<file path="config.mk">
export PLATFORM = sky130hd
export DESIGN_NAME = codec_cfg_sequencer
export DESIGN_NICKNAME = d
export VERILOG_FILES = /design/src/rtl/codec_cfg_sequencer.sv
export SDC_FILE = /design/constraint.sdc
export NUM_CORES = 1
export LEC_CHECK = 0
export CELL_PAD_IN_SITES_DETAIL_PLACEMENT = 0
export CELL_PAD_IN_SITES_GLOBAL_PLACEMENT = 2
export CORE_MARGIN = 5
export CORE_UTILIZATION = 37
export DETAILED_ROUTE_END_ITERATION = 7
export PLACE_DENSITY = 0.74
export SLEW_MARGIN = 5
export SYNTH_ARGS = -nofsm -noshare
export SYNTH_HDL_FRONTEND = slang
export SYNTH_SLANG_ARGS = --single-unit
</file>
<file path="constraint.sdc">
create_clock -name i2c_sclk_o -period 2.16 [get_ports i2c_sclk_o]
set_input_delay 0.216 -clock i2c_sclk_o [delete_from_list [all_inputs] [get_ports i2c_sclk_o]]
set_output_delay 0.216 -clock i2c_sclk_o [all_outputs]
set_load 0.01 [all_outputs]
</file>
<file path="src/rtl/codec_cfg_sequencer.sv">
// Codec configuration sequencer: sends an 11-entry init table, or single register writes,
// as 3-byte I2C-style frames. Define CFG_RETRY_EN to re-send NACKed frames up to MAX_RETRY times.
module codec_cfg_sequencer #(
  parameter logic [6:0] DEV_ADDR  = 7'h1A,
  parameter int         MAX_RETRY = 3
) (
  input  logic       i2c_sclk_o,
  input  logic       rst_ni,
  input  logic       en_i,
  input  logic       start_cf_i,
  input  logic       sda_i,
  output logic       sda_oe_o,
  input  logic       req_valid_i,
  output logic       req_ready_o,
  input  logic [6:0] req_addr_i,
  input  logic [8:0] req_data_i,
  output logic       busy_o,
  output logic       cf_done_o,
  output logic       err_o,
  output logic [3:0] fsm_state_o
);

  localparam logic [3:0] ST_IDLE  = 4'd0;
  localparam logic [3:0] ST_LOAD  = 4'd1;
  localparam logic [3:0] ST_START = 4'd2;
  localparam logic [3:0] ST_BIT   = 4'd3;
  localparam logic [3:0] ST_ACK   = 4'd4;
  localparam logic [3:0] ST_STOP  = 4'd5;
  localparam logic [3:0] ST_GAP   = 4'd6;
  localparam logic [3:0] ST_ERR   = 4'd7;
  localparam logic [3:0] LAST_IDX = 4'd10;

`ifdef CFG_RETRY_EN
  localparam logic [7:0] RETRY_LIMIT = 8'(MAX_RETRY);
`else
  // Retries compiled out: the first NACK is final whatever MAX_RETRY says.
  localparam logic [7:0] RETRY_LIMIT = 8'(MAX_RETRY) & 8'h00;
`endif

  function automatic logic [15:0] cfg_entry(input logic [3:0] idx);
    logic [15:0] e;
    case (idx)
      4'd0:    e = {7'd15, 9'h000};
      4'd1:    e = {7'd0,  9'h017};
      4'd2:    e = {7'd1,  9'h017};
      4'd3:    e = {7'd2,  9'h079};
      4'd4:    e = {7'd3,  9'h079};
      4'd5:    e = {7'd4,  9'h012};
      4'd6:    e = {7'd5,  9'h000};
      4'd7:    e = {7'd6,  9'h000};
      4'd8:    e = {7'd7,  9'h00A};
      4'd9:    e = {7'd8,  9'h000};
      4'd10:   e = {7'd9,  9'h001};
      default: e = 16'h0000;
    endcase
    return e;
  endfunction

  logic [3:0]  state_r, state_s;
  logic [3:0]  idx_r, idx_s;
  logic [7:0]  retry_r, retry_s;
  logic [2:0]  bit_r, bit_s;
  logic [1:0]  byte_r, byte_s;
  logic [23:0] shreg_r, shreg_s;
  logic [15:0] req_word_r, req_word_s;
  logic        mode_req_r, mode_req_s;
  logic        nack_r, nack_s;
  logic        cf_done_r, cf_done_s;
  logic        err_r, err_s;
  logic        sda_oe_r, sda_oe_s;
  logic        busy_r, busy_s;
  logic        idle_rdy_r;

  // idle_rdy_r keeps the handshake closed until the first clock after reset.
  assign req_ready_o = idle_rdy_r & en_i & req_valid_i & ~start_cf_i;
  assign sda_oe_o    = sda_oe_r;
  assign busy_o      = busy_r;
  assign cf_done_o   = cf_done_r;
  assign err_o       = err_r;
  assign fsm_state_o = state_r;

  // Next-state, frame datapath and next values of the registered outputs.
  always_comb begin
    state_s    = state_r;
    idx_s      = idx_r;
    retry_s    = retry_r;
    bit_s      = bit_r;
    byte_s     = byte_r;
    shreg_s    = shreg_r;
    req_word_s = req_word_r;
    mode_req_s = mode_req_r;
    nack_s     = nack_r;
    cf_done_s  = cf_done_r;
    err_s      = err_r;
    case (state_r)
      ST_IDLE: begin
        if (en_i && start_cf_i) begin
          state_s    = ST_LOAD;
          mode_req_s = 1'b0;
          retry_s    = 8'd0;
          cf_done_s  = 1'b0;
          err_s      = 1'b0;
        end else if (req_ready_o) begin
          state_s    = ST_LOAD;
          mode_req_s = 1'b1;
          req_word_s = {req_addr_i, req_data_i};
          retry_s    = 8'd0;
        end else begin
          state_s = ST_IDLE;
        end
      end
      ST_LOAD: begin
        state_s = ST_START;
        shreg_s = {DEV_ADDR, 1'b0, (mode_req_r ? req_word_r : cfg_entry(idx_r))};
        bit_s   = 3'd7;
        byte_s  = 2'd0;
        nack_s  = 1'b0;
      end
      ST_START: begin
        state_s = ST_BIT;
      end
      ST_BIT: begin
        shreg_s = {shreg_r[22:0], 1'b0};
        if (bit_r == 3'd0) begin
          state_s = ST_ACK;
        end else begin
          bit_s = bit_r - 3'd1;
        end
      end
      ST_ACK: begin
        if (sda_i) begin
          nack_s  = 1'b1;
          state_s = ST_STOP;
        end else if (byte_r == 2'd2) begin
          state_s = ST_STOP;
        end else begin
          byte_s  = byte_r + 2'd1;
          bit_s   = 3'd7;
          state_s = ST_BIT;
        end
      end
      ST_STOP: begin
        state_s = ST_GAP;
      end
      ST_GAP: begin
        if (nack_r) begin
          if (retry_r == RETRY_LIMIT) begin
            state_s = ST_ERR;
            err_s   = 1'b1;
          end else begin
            retry_s = retry_r + 8'd1;
            state_s = en_i ? ST_LOAD : ST_IDLE;
          end
        end else if (mode_req_r) begin
          retry_s = 8'd0;
          state_s = ST_IDLE;
        end else if (idx_r == LAST_IDX) begin
          retry_s   = 8'd0;
          idx_s     = 4'd0;
          cf_done_s = 1'b1;
          state_s   = ST_IDLE;
        end else begin
          // Index advances even when pausing, so a later start resumes at the next entry.
          retry_s = 8'd0;
          idx_s   = idx_r + 4'd1;
          state_s = en_i ? ST_LOAD : ST_IDLE;
        end
      end
      ST_ERR: begin
        if (en_i && start_cf_i) begin
          state_s    = ST_LOAD;
          idx_s      = 4'd0;
          mode_req_s = 1'b0;
          retry_s    = 8'd0;
          cf_done_s  = 1'b0;
          err_s      = 1'b0;
        end else begin
          state_s = ST_ERR;
        end
      end
      default: begin
        state_s = ST_IDLE;
      end
    endcase

    if (state_s == ST_BIT) begin
      sda_oe_s = ~shreg_s[23];
    end else begin
      sda_oe_s = (state_s == ST_START) || (state_s == ST_STOP);
    end
    busy_s = (state_s != ST_IDLE) && (state_s != ST_ERR);
  end

  // State, datapath and output registers; reset forces the bus released immediately.
  always_ff @(posedge i2c_sclk_o or negedge rst_ni) begin
    if (!rst_ni) begin
      state_r    <= ST_IDLE;
      idx_r      <= 4'd0;
      retry_r    <= 8'd0;
      bit_r      <= 3'd0;
      byte_r     <= 2'd0;
      shreg_r    <= 24'd0;
      req_word_r <= 16'd0;
      mode_req_r <= 1'b0;
      nack_r     <= 1'b0;
      cf_done_r  <= 1'b0;
      err_r      <= 1'b0;
      sda_oe_r   <= 1'b0;
      busy_r     <= 1'b0;
      idle_rdy_r <= 1'b0;
    end else begin
      state_r    <= state_s;
      idx_r      <= idx_s;
      retry_r    <= retry_s;
      bit_r      <= bit_s;
      byte_r     <= byte_s;
      shreg_r    <= shreg_s;
      req_word_r <= req_word_s;
      mode_req_r <= mode_req_s;
      nack_r     <= nack_s;
      cf_done_r  <= cf_done_s;
      err_r      <= err_s;
      sda_oe_r   <= sda_oe_s;
      busy_r     <= busy_s;
      idle_rdy_r <= (state_s == ST_IDLE);
    end
  end

endmodule
</file>
### After elaboration in Yosys (flattened, before gate mapping)

Memory sizes are Yosys's and may differ from the RTL's.
Index checks and enable logic that the tools add are counted.

* reductions and logical operators: 25
* add/sub/neg operators: 4
* eq/ne operators: 26
* multiplexer cells: 46
* bitwise operators: 6

Operator list (count)
* case mux 24 bit (2 select lines): 1
* two-way mux 8 bit: 5
* case mux 4 bit (8 select lines): 1
* two-way mux 4 bit: 6
* case mux 8 bit (3 select lines): 1
* two-way mux 3 bit: 7
* == test 4 x 3 -> 1 bit (second input constant): 5
* inequality test 2 bit (second input constant): 10
* == test 4 x 2 -> 1 bit (second input constant): 4
* two-way mux 16 bit: 1
* AND reduction 4 bit: 4
* two-way mux 1 bit: 15
* nonzero test 2 bit: 5
* case mux 3 bit (3 select lines): 1
* AND reduction 3 bit: 3
* adder 8 x 1 -> 8 bit (second input constant): 1
* logical NOT 4 bit: 2
* logical NOT 8 bit: 1
* case mux 1 bit (2 select lines): 4
* case mux 4 bit (2 select lines): 1
* inequality test 3 bit (second input constant): 2
* nonzero test 3 bit: 2
* AND reduction 5 bit: 1
* adder 4 x 1 -> 4 bit (second input constant): 1
* 17 further kinds: 23

* word-level logic and storage cells: 123
* input bits: 22
* flip-flop bits (word level): 68
* ROM bits: 176
* memories kept: 1

Memory list
* (name not given): depth 16, bits a word 11, rd ports 1, clocked after Yosys merged registers in 0, wr ports 0, RTL line 42 `case (idx)`

### Depth between registers and ports, before layout

Gate-level depths: netlist of the first run.

* word-level depth: 9
* gate-level depth with buffers: 7
* gate-level depth less buffers: 7

### Worst setup path after synthesis of the first run

No wires, ideal clock.

* kind: reg-to-reg
* start point: register byte_r[0]
* end point: register busy_r (netlist: busy_o)
* setup slack: 524 ps
* arrival: 1513 ps
* path buffers: 0
* cell stages (with the launch flop): 7
* cell sequence: dfrtp_1 > inv_1 > ha_1 > or3_1 > a32oi_1 > o211ai_2 > o31a_1

* cells in the longest elaborated chain, start to end: 6
* elaborated cells between the ends (all ways): 7
* those cells by class: eq/ne: 2; mux: 3; reduce/logical: 2

Ends and longest elaborated chain
* start, declared: RTL line 63 `logic [1:0] byte_r, byte_s;`
* start signal, assigned: RTL line 216 `byte_r <= byte_s;`
* == test 2 bit (*): RTL line 134 `end else if (byte_r == 2'd2) begin`
* two-way mux 3 bit (*): RTL line 134
* two-way mux 3 bit (*): RTL line 131 `if (sda_i) begin`
* case mux 4 bit (8 select lines) (*): RTL line 95 `case (state_r)`
* via state_s[2]: RTL line 59 `logic [3:0] state_r, state_s;`
* inequality test 4 x 3 -> 1 bit or nonzero test 4 bit (tied branches): RTL line 191 `busy_s = (state_s != ST_IDLE) && (state_s != ST_ERR);`
* logical AND 1 bit (*): RTL line 191
* via busy_s: RTL line 71 `logic busy_r, busy_s;`
* end signal, assigned: RTL line 224 `busy_r <= busy_s;`
* end, declared: RTL line 71

Mark *: on every way through the listed nets, which the timed path passes. The rest lies on a longest branch.
A chain may end at the register's enable or synchronous reset.

### Worst setup path after layout of the first run

* start point: register bit_r[0]
* end point: register busy_r (netlist: busy_o)

* cells in the longest elaborated chain, start to end: 5
* elaborated cells between the ends (all ways): 6
* those cells by class: eq/ne: 1; mux: 2; reduce/logical: 3

Ends and longest elaborated chain
* start, declared: RTL line 62 `logic [2:0] bit_r, bit_s;`
* start signal, assigned: RTL line 215 `bit_r <= bit_s;`
* logical NOT 3 bit (*): RTL line 124 `if (bit_r == 3'd0) begin`
* two-way mux 4 bit (*): RTL line 124
* case mux 4 bit (8 select lines) (*): RTL line 95
* inequality test 4 x 3 -> 1 bit or nonzero test 4 bit (tied branches): RTL line 191
* logical AND 1 bit (*): RTL line 191
* via busy_s: RTL line 71

Marks and branches as above.

==> metrics.txt, run 1 <==
# TYPE chip_impl_metric gauge
chip_impl_metric{name="areaGrowthSynthToFinish",unit="%"} 21.1
chip_impl_metric{name="detailed_place.area",unit="sq mm"} 0.00394
chip_impl_info{name="setup.worst_path.end_class",value="register"} 1
chip_impl_metric{name="fin_skew",unit="ns"} 0.00866
chip_impl_info{name="critical_path_end",value="busy_o"} 1
chip_impl_metric{name="die_height",unit="microns"} 107
chip_impl_metric{name="max-clock-path-buffers",unit=""} 2
chip_impl_metric{name="number_of_distinct_library_cells_after_synthesis",unit=""} 62
chip_impl_metric{name="totalWireLength",unit="mm"} 8.04
chip_impl_metric{name="async_flop_share",unit="%"} 100
chip_impl_metric{name="syn-mean-instance-area",unit="sq um"} 10.4
chip_impl_metric{name="floorplan.initialDensity",unit="%"} 37.7
chip_impl_metric{name="grt_overflow",unit=""} 0
chip_impl_metric{name="remaining_drc_errors",unit=""} 0
chip_impl_metric{name="vias_per_cell",unit=""} 5.38
chip_impl_metric{name="path_max_fanout",unit=""} 5
chip_impl_metric{name="maxSlewViolCount",unit=""} 0
chip_impl_metric{name="grt_pass1_wl",unit="mm"} 13.6
chip_impl_metric{name="synth-seq-cells",unit=""} 68
chip_impl_metric{name="io_buffers",unit=""} 30
chip_impl_metric{name="number_of_nets_in_the_layout",unit=""} 408
chip_impl_info{name="setup.worst_path.start_class",value="register"} 1
chip_impl_metric{name="syn_inst",unit=""} 332
chip_impl_metric{name="mappedNetlistNets",unit=""} 364
chip_impl_info{name="grt_setup_unrepaired",value="false"} 1
chip_impl_metric{name="final_antenna_net_count",unit=""} 0
chip_impl_metric{name="cell_area_after_layout",unit="sq mm"} 0.00418
chip_impl_metric{name="timing.reg2reg.setup_slack",unit="ns"} 0.20
chip_impl_info{name="regToRegEndpoint",value="busy_o"} 1
chip_impl_metric{name="vias",unit=""} 2640
chip_impl_metric{name="htree_num_levels",unit=""} 3
chip_impl_metric{name="p_leak",unit="nW"} 1.85
chip_impl_info{name="cts_tree",value="built"} 1
chip_impl_metric{name="detailedRoute.firstPassIterationCount",unit=""} 4
chip_impl_metric{name="cts.reportedPaths.clkPinSlew",unit="ns"} 0.08
chip_impl_metric{name="io-pin-count",unit=""} 31
chip_impl_metric{name="fp.dieArea",unit="sq mm"} 0.0114
chip_impl_metric{name="globalRouteTotalUtil",unit="%"} 15.1
chip_impl_metric{name="drt_iter0_drc",unit=""} 122
chip_impl_info{name="cp_slowest_cell",value="sky130_fd_sc_hd__dfrtp_1"} 1
chip_impl_info{name="crit_start",value="bit_r[0]"} 1
chip_impl_metric{name="timing.max_slew.rel_slack",unit="%"} 58.8
chip_impl_metric{name="clk-insertion-delay-late",unit="ns"} 0.35
chip_impl_info{name="timing.rr.start",value="bit_r[0]"} 1
chip_impl_metric{name="final_number_of_hold_violating_endpoints",unit=""} 0
chip_impl_metric{name="first_global_vias",unit=""} 2683
chip_impl_metric{name="post_cts_setup_inserts",unit=""} 0
chip_impl_metric{name="synthDominantCellAreaShare",unit="%"} 49.3
chip_impl_info{name="yosys_most_used_dff",value="sky130_fd_sc_hd__dfrtp_1"} 1
chip_impl_metric{name="crit_arrival",unit="ns"} 2.19
chip_impl_metric{name="power_per_cell_area",unit="mW/mm^2"} 859
chip_impl_metric{name="placement_rows",unit=""} 35
chip_impl_metric{name="routedWlPerCell",unit="microns"} 16.4
chip_impl_metric{name="number_of_antenna_violations_at_the_first_check_in_global_routing",unit=""} 0
chip_impl_metric{name="post-route-period-util",unit="%"} 90.9
chip_impl_info{name="synth.largest_area_cell",value="sky130_fd_sc_hd__dfrtp_1"} 1
chip_impl_metric{name="worst_ir_drop_vdd",unit="mV"} 0.362
chip_impl_metric{name="area_of_the_core",unit="sq mm"} 0.00915
chip_impl_metric{name="clock-sinks",unit=""} 68
chip_impl_metric{name="layout_cells_sized_above_1",unit="%"} 16.8
chip_impl_metric{name="drv.max_cap_violation_count",unit=""} 0
chip_impl_metric{name="die_x",unit="microns"} 107
chip_impl_metric{name="cts_buffers",unit=""} 9
chip_impl_info{name="hold_path.class",value="primary input to asynchronous set/reset pin"} 1
chip_impl_metric{name="part_of_the_yosys_area_used_for_sequential_elements",unit="%"} 49.3
chip_impl_info{name="critPathKind",value="register to register"} 1
chip_impl_metric{name="routabilityCongestion",unit=""} 0.729
chip_impl_metric{name="grt_max_degree",unit=""} 26
chip_impl_info{name="cp_cell_sequence",value="inv_1 -> ha_1 -> nor2b_1 -> o21ai_0 -> a21oi_1 -> nor2_1 -> o31a_1"} 1
chip_impl_info{name="run_status",value="completed"} 1
chip_impl_metric{name="post-layout-total-power",unit="mW"} 3.59
chip_impl_metric{name="synth_edf_count",unit=""} 0
chip_impl_metric{name="max_slew.worst_pin.slew",unit="ns"} 0.618
chip_impl_metric{name="final.setup.tns",unit="ns"} 0
chip_impl_metric{name="post_cts_resized",unit=""} 0
chip_impl_info{name="yosys-top-cells-area",value="sky130_fd_sc_hd__dfrtp_1, sky130_fd_sc_hd__mux2_2, sky130_fd_sc_hd__o21ai_0"} 1
chip_impl_metric{name="worst_ep_required_time",unit="ns"} 2.39
chip_impl_metric{name="period_minus_slack",unit="ns"} 1.96
chip_impl_metric{name="reg2reg_depth",unit=""} 7
chip_impl_info{name="clockRootBuffer",value="sky130_fd_sc_hd__clkbuf_8"} 1
chip_impl_metric{name="half_perimeter_wire_length_after_placement",unit="mm"} 5.85
chip_impl_metric{name="report.final.setup_viol",unit=""} 0
chip_impl_metric{name="ys_warn_count",unit=""} 0
chip_impl_metric{name="fmax",unit="GHz"} 0.509
chip_impl_metric{name="cp_slowest_stage_delay",unit="ns"} 0.40
chip_impl_metric{name="synth.cell_area",unit="sq mm"} 0.00345
chip_impl_metric{name="antenna_cells",unit=""} 0
[flip-flops by register name, summed over array words and instances (netlist names)]
signal,cells
sda_oe_o,1
req_word_r,16
idx_r,4
shreg_r,24
mode_req_r,1
byte_r,2
busy_o,1
nack_r,1
err_o,1
cf_done_o,1
bit_r,3
fsm_state_o,4
retry_r,8
idle_rdy_r,1
[power breakdown]
group	switching, mW	internal, mW	leakage (nW)
registers	0.186	1.54	0.869
logic	0.268	0.320	0.866
clock network	0.515	0.762	0.112
total	0.969	2.62	1.85
[layout by cell type (no fill, tap or decap), drive strengths merged, types with 4 or more instances in the layout]
cell / n
o21ai: 32
nand2: 22
a22oi: 4
o31ai: 5
clkbuf: 9
a31oi: 4
and3: 4
nor3: 8
dfrtp: 68
nand3: 10
clkdlybuf4s50: 29
inv: 21
ha: 10
a22o: 4
buf: 17
nand2b: 6
mux2: 17
a21oi: 21
a21o: 5
mux2i: 4
nor2: 24
a222oi: 5
[cell families after synthesis]
logic type / after synthesis / synth area share [%]
compound gates: 101 / 19.9
other cells: 1 / 0.109
fa+ha+maj: 10 / 3.62
mux: 21 / 6.70
buf+inv: 35 / 4.74
flops: 68 / 49.3
simple gates: 96 / 15.6
[through the flow]
step / hold WS [ns] / instances / util (%) / setup slack, ns
2_1_floorplan: -0.0796 / 332 / - / 0.524
3_3_place_gp: 0.262 / 475 / 43.0 / 0.124
3_5_place_dp: 0.265 / 475 / 43.0 / 0.0571
4_1_cts: 0.434 / 491 / 45.7 / 0.156
5_1_grt: 0.466 / 491 / 45.7 / 0.0603
6_report: 0.408 / 491 / 45.7 / 0.196
[cell type report]
class,count,area (sq um)
inverters,21,78.8
clock inverters,6,114
repair buffers,47,438
clock buffers,9,124
flip-flops and latches,68,1700
fillers,881,4970
well taps,111,139
multi-input cells,229,1590
[layer usage]
metal	track usage [%]	share of wire (%)	vias up
li1	-	-	1294
met1	20.7	49	1283
met2	23.5	46	53
met3	3.37	3.9	10
met4	5.11	1.2	0
met5	0	0	-
[cell usage after synthesis (2+ instances only)]
cell,number
sky130_fd_sc_hd__dfrtp_1,68
sky130_fd_sc_hd__o21ai_0,29
sky130_fd_sc_hd__nor2_1,23
sky130_fd_sc_hd__nand2_1,22
sky130_fd_sc_hd__a21oi_1,20
sky130_fd_sc_hd__inv_1,20
sky130_fd_sc_hd__mux2_2,17
sky130_fd_sc_hd__ha_1,10
sky130_fd_sc_hd__nand3_1,8
sky130_fd_sc_hd__nand2b_1,6
sky130_fd_sc_hd__nor3_1,6
sky130_fd_sc_hd__a21o_1,5
sky130_fd_sc_hd__a222oi_1,5
sky130_fd_sc_hd__buf_2,5
sky130_fd_sc_hd__clkbuf_1,5
sky130_fd_sc_hd__o31ai_1,5
sky130_fd_sc_hd__a22o_1,4
sky130_fd_sc_hd__a22oi_1,4
sky130_fd_sc_hd__a31oi_1,4
sky130_fd_sc_hd__and3_1,4
sky130_fd_sc_hd__mux2i_1,4
sky130_fd_sc_hd__buf_6,3
sky130_fd_sc_hd__o21ai_1,3
sky130_fd_sc_hd__o22a_1,3
sky130_fd_sc_hd__a32oi_1,2
sky130_fd_sc_hd__and2_1,2
sky130_fd_sc_hd__and3b_1,2
sky130_fd_sc_hd__and4b_1,2
sky130_fd_sc_hd__nand4_2,2
sky130_fd_sc_hd__nor2b_1,2
sky130_fd_sc_hd__nor3_2,2
sky130_fd_sc_hd__nor3b_1,2
sky130_fd_sc_hd__nor4_1,2
sky130_fd_sc_hd__o211ai_1,2
sky130_fd_sc_hd__or3_1,2
[worst max-delay path, delay by kind of cell, from the launching register on]
| kind | cells | cell delay [ns] |
|---|---|---|
| adder cells (fa/ha/maj) | 1 | 0.17 |
| AND/OR/NAND/NOR | 2 | 0.48 |
| buffers and inverters | 1 | 0.09 |
| AO/OA/AOI/OAI | 3 | 0.70 |
| flip-flops | 1 | 0.40 |
[what timing repair did]
| action | CTS | global route |
|---|---|---|
| hold buffers | 1 | 0 |
| hold endpoints to repair | 22 | 0 |
| endpoints found under the setup margin | 0 | 0 |
[worst min-delay path by stage]
stage	endpoint	slack [ns]	startpoint
floorplan	bit_r[0]	-0.08	rst_ni
global placement	retry_r[2]	0.26	rst_ni
detailed placement	retry_r[2]	0.26	rst_ni
CTS	retry_r[2]	0.43	rst_ni
global route	retry_r[2]	0.47	rst_ni
finish	retry_r[2]	0.41	rst_ni
(Power assumes the default switching activity.)
==> inputs of run 2 (changes only) <==
Settings changed: CORE_MARGIN 5 to 2.
==> metrics.txt, run 2 (same netlist as run 1, synthesis figures left out) <==
# TYPE chip_impl_metric gauge
chip_impl_metric{name="largest_register_ffs",unit=""} 24
chip_impl_metric{name="vias",unit=""} 2644
chip_impl_metric{name="routabilityCongestion",unit=""} 0.841
chip_impl_metric{name="cts_buffers",unit=""} 9
chip_impl_metric{name="post-route-period-util",unit="%"} 89.7
chip_impl_metric{name="areaGrowthSynthToFinish",unit="%"} 20.9
chip_impl_metric{name="final.setup.tns",unit="ns"} 0
chip_impl_metric{name="path_max_fanout",unit=""} 17
chip_impl_metric{name="grt_overflow",unit=""} 0
chip_impl_metric{name="final_antenna_net_count",unit=""} 0
chip_impl_info{name="timing.rr.start",value="fsm_state_o[0]"} 1
chip_impl_metric{name="fp.dieArea",unit="sq mm"} 0.0101
chip_impl_metric{name="number_of_antenna_violations_at_the_first_check_in_global_routing",unit=""} 0
chip_impl_metric{name="number_of_nets_in_the_layout",unit=""} 404
chip_impl_metric{name="post_cts_resized",unit=""} 0
chip_impl_metric{name="grt_max_degree",unit=""} 69
chip_impl_metric{name="routedWlPerCell",unit="microns"} 16.4
chip_impl_metric{name="cell_area_after_layout",unit="sq mm"} 0.00418
chip_impl_metric{name="maxSlewViolCount",unit=""} 0
chip_impl_metric{name="fin_skew",unit="ns"} 0.00927
chip_impl_metric{name="crit_arrival",unit="ns"} 2.19
chip_impl_metric{name="globalRouteTotalUtil",unit="%"} 17.6
chip_impl_metric{name="detailed_place.area",unit="sq mm"} 0.00391
chip_impl_metric{name="worst_ir_drop_vdd",unit="mV"} 0.371
chip_impl_info{name="layout_commonest_cell",value="sky130_fd_sc_hd__dfrtp_1"} 1
chip_impl_metric{name="nFillCells",unit=""} 891
chip_impl_metric{name="fmax",unit="GHz"} 0.516
chip_impl_metric{name="p_leak",unit="nW"} 1.84
chip_impl_metric{name="drt_iter0_drc",unit=""} 129
chip_impl_metric{name="cts.reportedPaths.clkPinSlew",unit="ns"} 0.08
chip_impl_info{name="critPathKind",value="register to register"} 1
chip_impl_metric{name="max_slew.worst_pin.slew",unit="ns"} 0.531
chip_impl_metric{name="half_perimeter_wire_length_after_placement",unit="mm"} 5.60
chip_impl_metric{name="reg2reg_depth",unit=""} 5
chip_impl_metric{name="die_x",unit="microns"} 101
chip_impl_metric{name="grt_pass1_wl",unit="mm"} 13.9
chip_impl_metric{name="clock-sinks",unit=""} 68
chip_impl_metric{name="final_number_of_hold_violating_endpoints",unit=""} 0
chip_impl_metric{name="io-pin-count",unit=""} 31
chip_impl_info{name="mostFrequentLayoutCells",value="sky130_fd_sc_hd__dfrtp_1, sky130_fd_sc_hd__o21ai_0, sky130_fd_sc_hd__clkdlybuf4s50_1"} 1
chip_impl_metric{name="die_height",unit="microns"} 101
chip_impl_metric{name="max-clock-path-buffers",unit=""} 2
chip_impl_metric{name="worst_ep_required_time",unit="ns"} 2.41
chip_impl_metric{name="detailedRoute.firstPassIterationCount",unit=""} 5
chip_impl_info{name="hold_path.class",value="primary input to asynchronous set/reset pin"} 1
chip_impl_metric{name="vias_per_cell",unit=""} 5.43
chip_impl_info{name="crit_start",value="fsm_state_o[0]"} 1
chip_impl_metric{name="clk-insertion-delay-late",unit="ns"} 0.35
chip_impl_metric{name="floorplan.initialDensity",unit="%"} 37.7
chip_impl_info{name="cts_tree",value="built"} 1
chip_impl_info{name="grt_setup_unrepaired",value="false"} 1
chip_impl_info{name="clockRootBuffer",value="sky130_fd_sc_hd__clkbuf_8"} 1
chip_impl_metric{name="totalWireLength",unit="mm"} 7.97
chip_impl_metric{name="timing.max_slew.rel_slack",unit="%"} 64.6
chip_impl_metric{name="first_global_vias",unit=""} 2704
chip_impl_metric{name="antenna_cells",unit=""} 0
chip_impl_info{name="setup.worst_path.start_class",value="register"} 1
chip_impl_info{name="setup.worst_path.end_class",value="register"} 1
chip_impl_metric{name="placement_rows",unit=""} 35
chip_impl_metric{name="period_minus_slack",unit="ns"} 1.94
chip_impl_metric{name="area_of_the_core",unit="sq mm"} 0.00915
chip_impl_metric{name="layout_cells_sized_above_1",unit="%"} 16.0
chip_impl_metric{name="io_buffers",unit=""} 30
chip_impl_info{name="run_status",value="completed"} 1
chip_impl_metric{name="htree_num_levels",unit=""} 3
chip_impl_metric{name="post-layout-total-power",unit="mW"} 3.70
chip_impl_metric{name="drv.max_cap_violation_count",unit=""} 0
chip_impl_metric{name="remaining_drc_errors",unit=""} 0
chip_impl_info{name="reg.largest.list",value="shreg_r x24, req_word_r x16, retry_r x8"} 1
chip_impl_metric{name="power_per_cell_area",unit="mW/mm^2"} 885
chip_impl_metric{name="report.final.setup_viol",unit=""} 0
chip_impl_info{name="registers.top_by_ff_count",value="shreg_r"} 1
[run 2: layer usage]
metal,vias up,track usage (%),wire length (microns),share of wire [%]
met4,0,5.58,87,1.1
met1,1301,25.1,3950,50
met5,-,0,0,0
met3,10,4.02,257,3.2
li1,1293,-,-,-
met2,40,26.6,3680,46
[run 2: power breakdown]
group,leakage (nW),switching (mW),internal [mW],total (mW)
Sequential,0.869,0.192,1.54,1.73
Clock,0.129,0.509,0.881,1.39
Combinational,0.846,0.259,0.315,0.573
[run 2: timing repair]
action / CTS / global route
endpoints found under the hold margin: 68 / 0
setup buffers: 0 / 0
hold buffers: 1 / 0
[run 2: final cells by class]
cell class	count	area, sq um	share of cell area [%]
Clock buffer	9	124	2.96
Clock inverter	6	138	3.29
Inverter	21	78.8	1.89
Multi-Input combinational cell	229	1590	38.0
Sequential cell	68	1700	40.7
Tap cell	111	139	3.32
Timing Repair Buffer	43	408	9.76
[run 2: worst paths after layout]
check                                 endpoint  slack, ns
worst max register to register        idx_r[3]       0.22
max in group asynchronous       req_word_r[10]       1.43
worst min-delay path                retry_r[0]       0.42
worst min register to register        bit_r[0]       0.48
min in group i2c_sclk_o         req_word_r[15]       0.48
worst max-delay path                  idx_r[3]       0.22
[run 2: through the flow]
step	worst slack, ns	hold slack [ns]	util, %	instances
after floorplan	0.524	-0.0796	-	332
after global placement	0.129	0.271	42.7	471
after detailed placement	0.0661	0.270	42.7	471
after CTS	0.192	0.438	45.6	487
after global routing	0.0302	0.450	45.6	487
final	0.222	0.418	45.6	487
[run 2: critical path, cell delays in order, from the launching register on]
cell and delay, ns:
sky130_fd_sc_hd__dfrtp_1 0.58, sky130_fd_sc_hd__nand4bb_1 0.36, sky130_fd_sc_hd__nor3_1 0.29, sky130_fd_sc_hd__a31oi_1 0.18
sky130_fd_sc_hd__nand2b_1 0.24, sky130_fd_sc_hd__o31ai_1 0.19
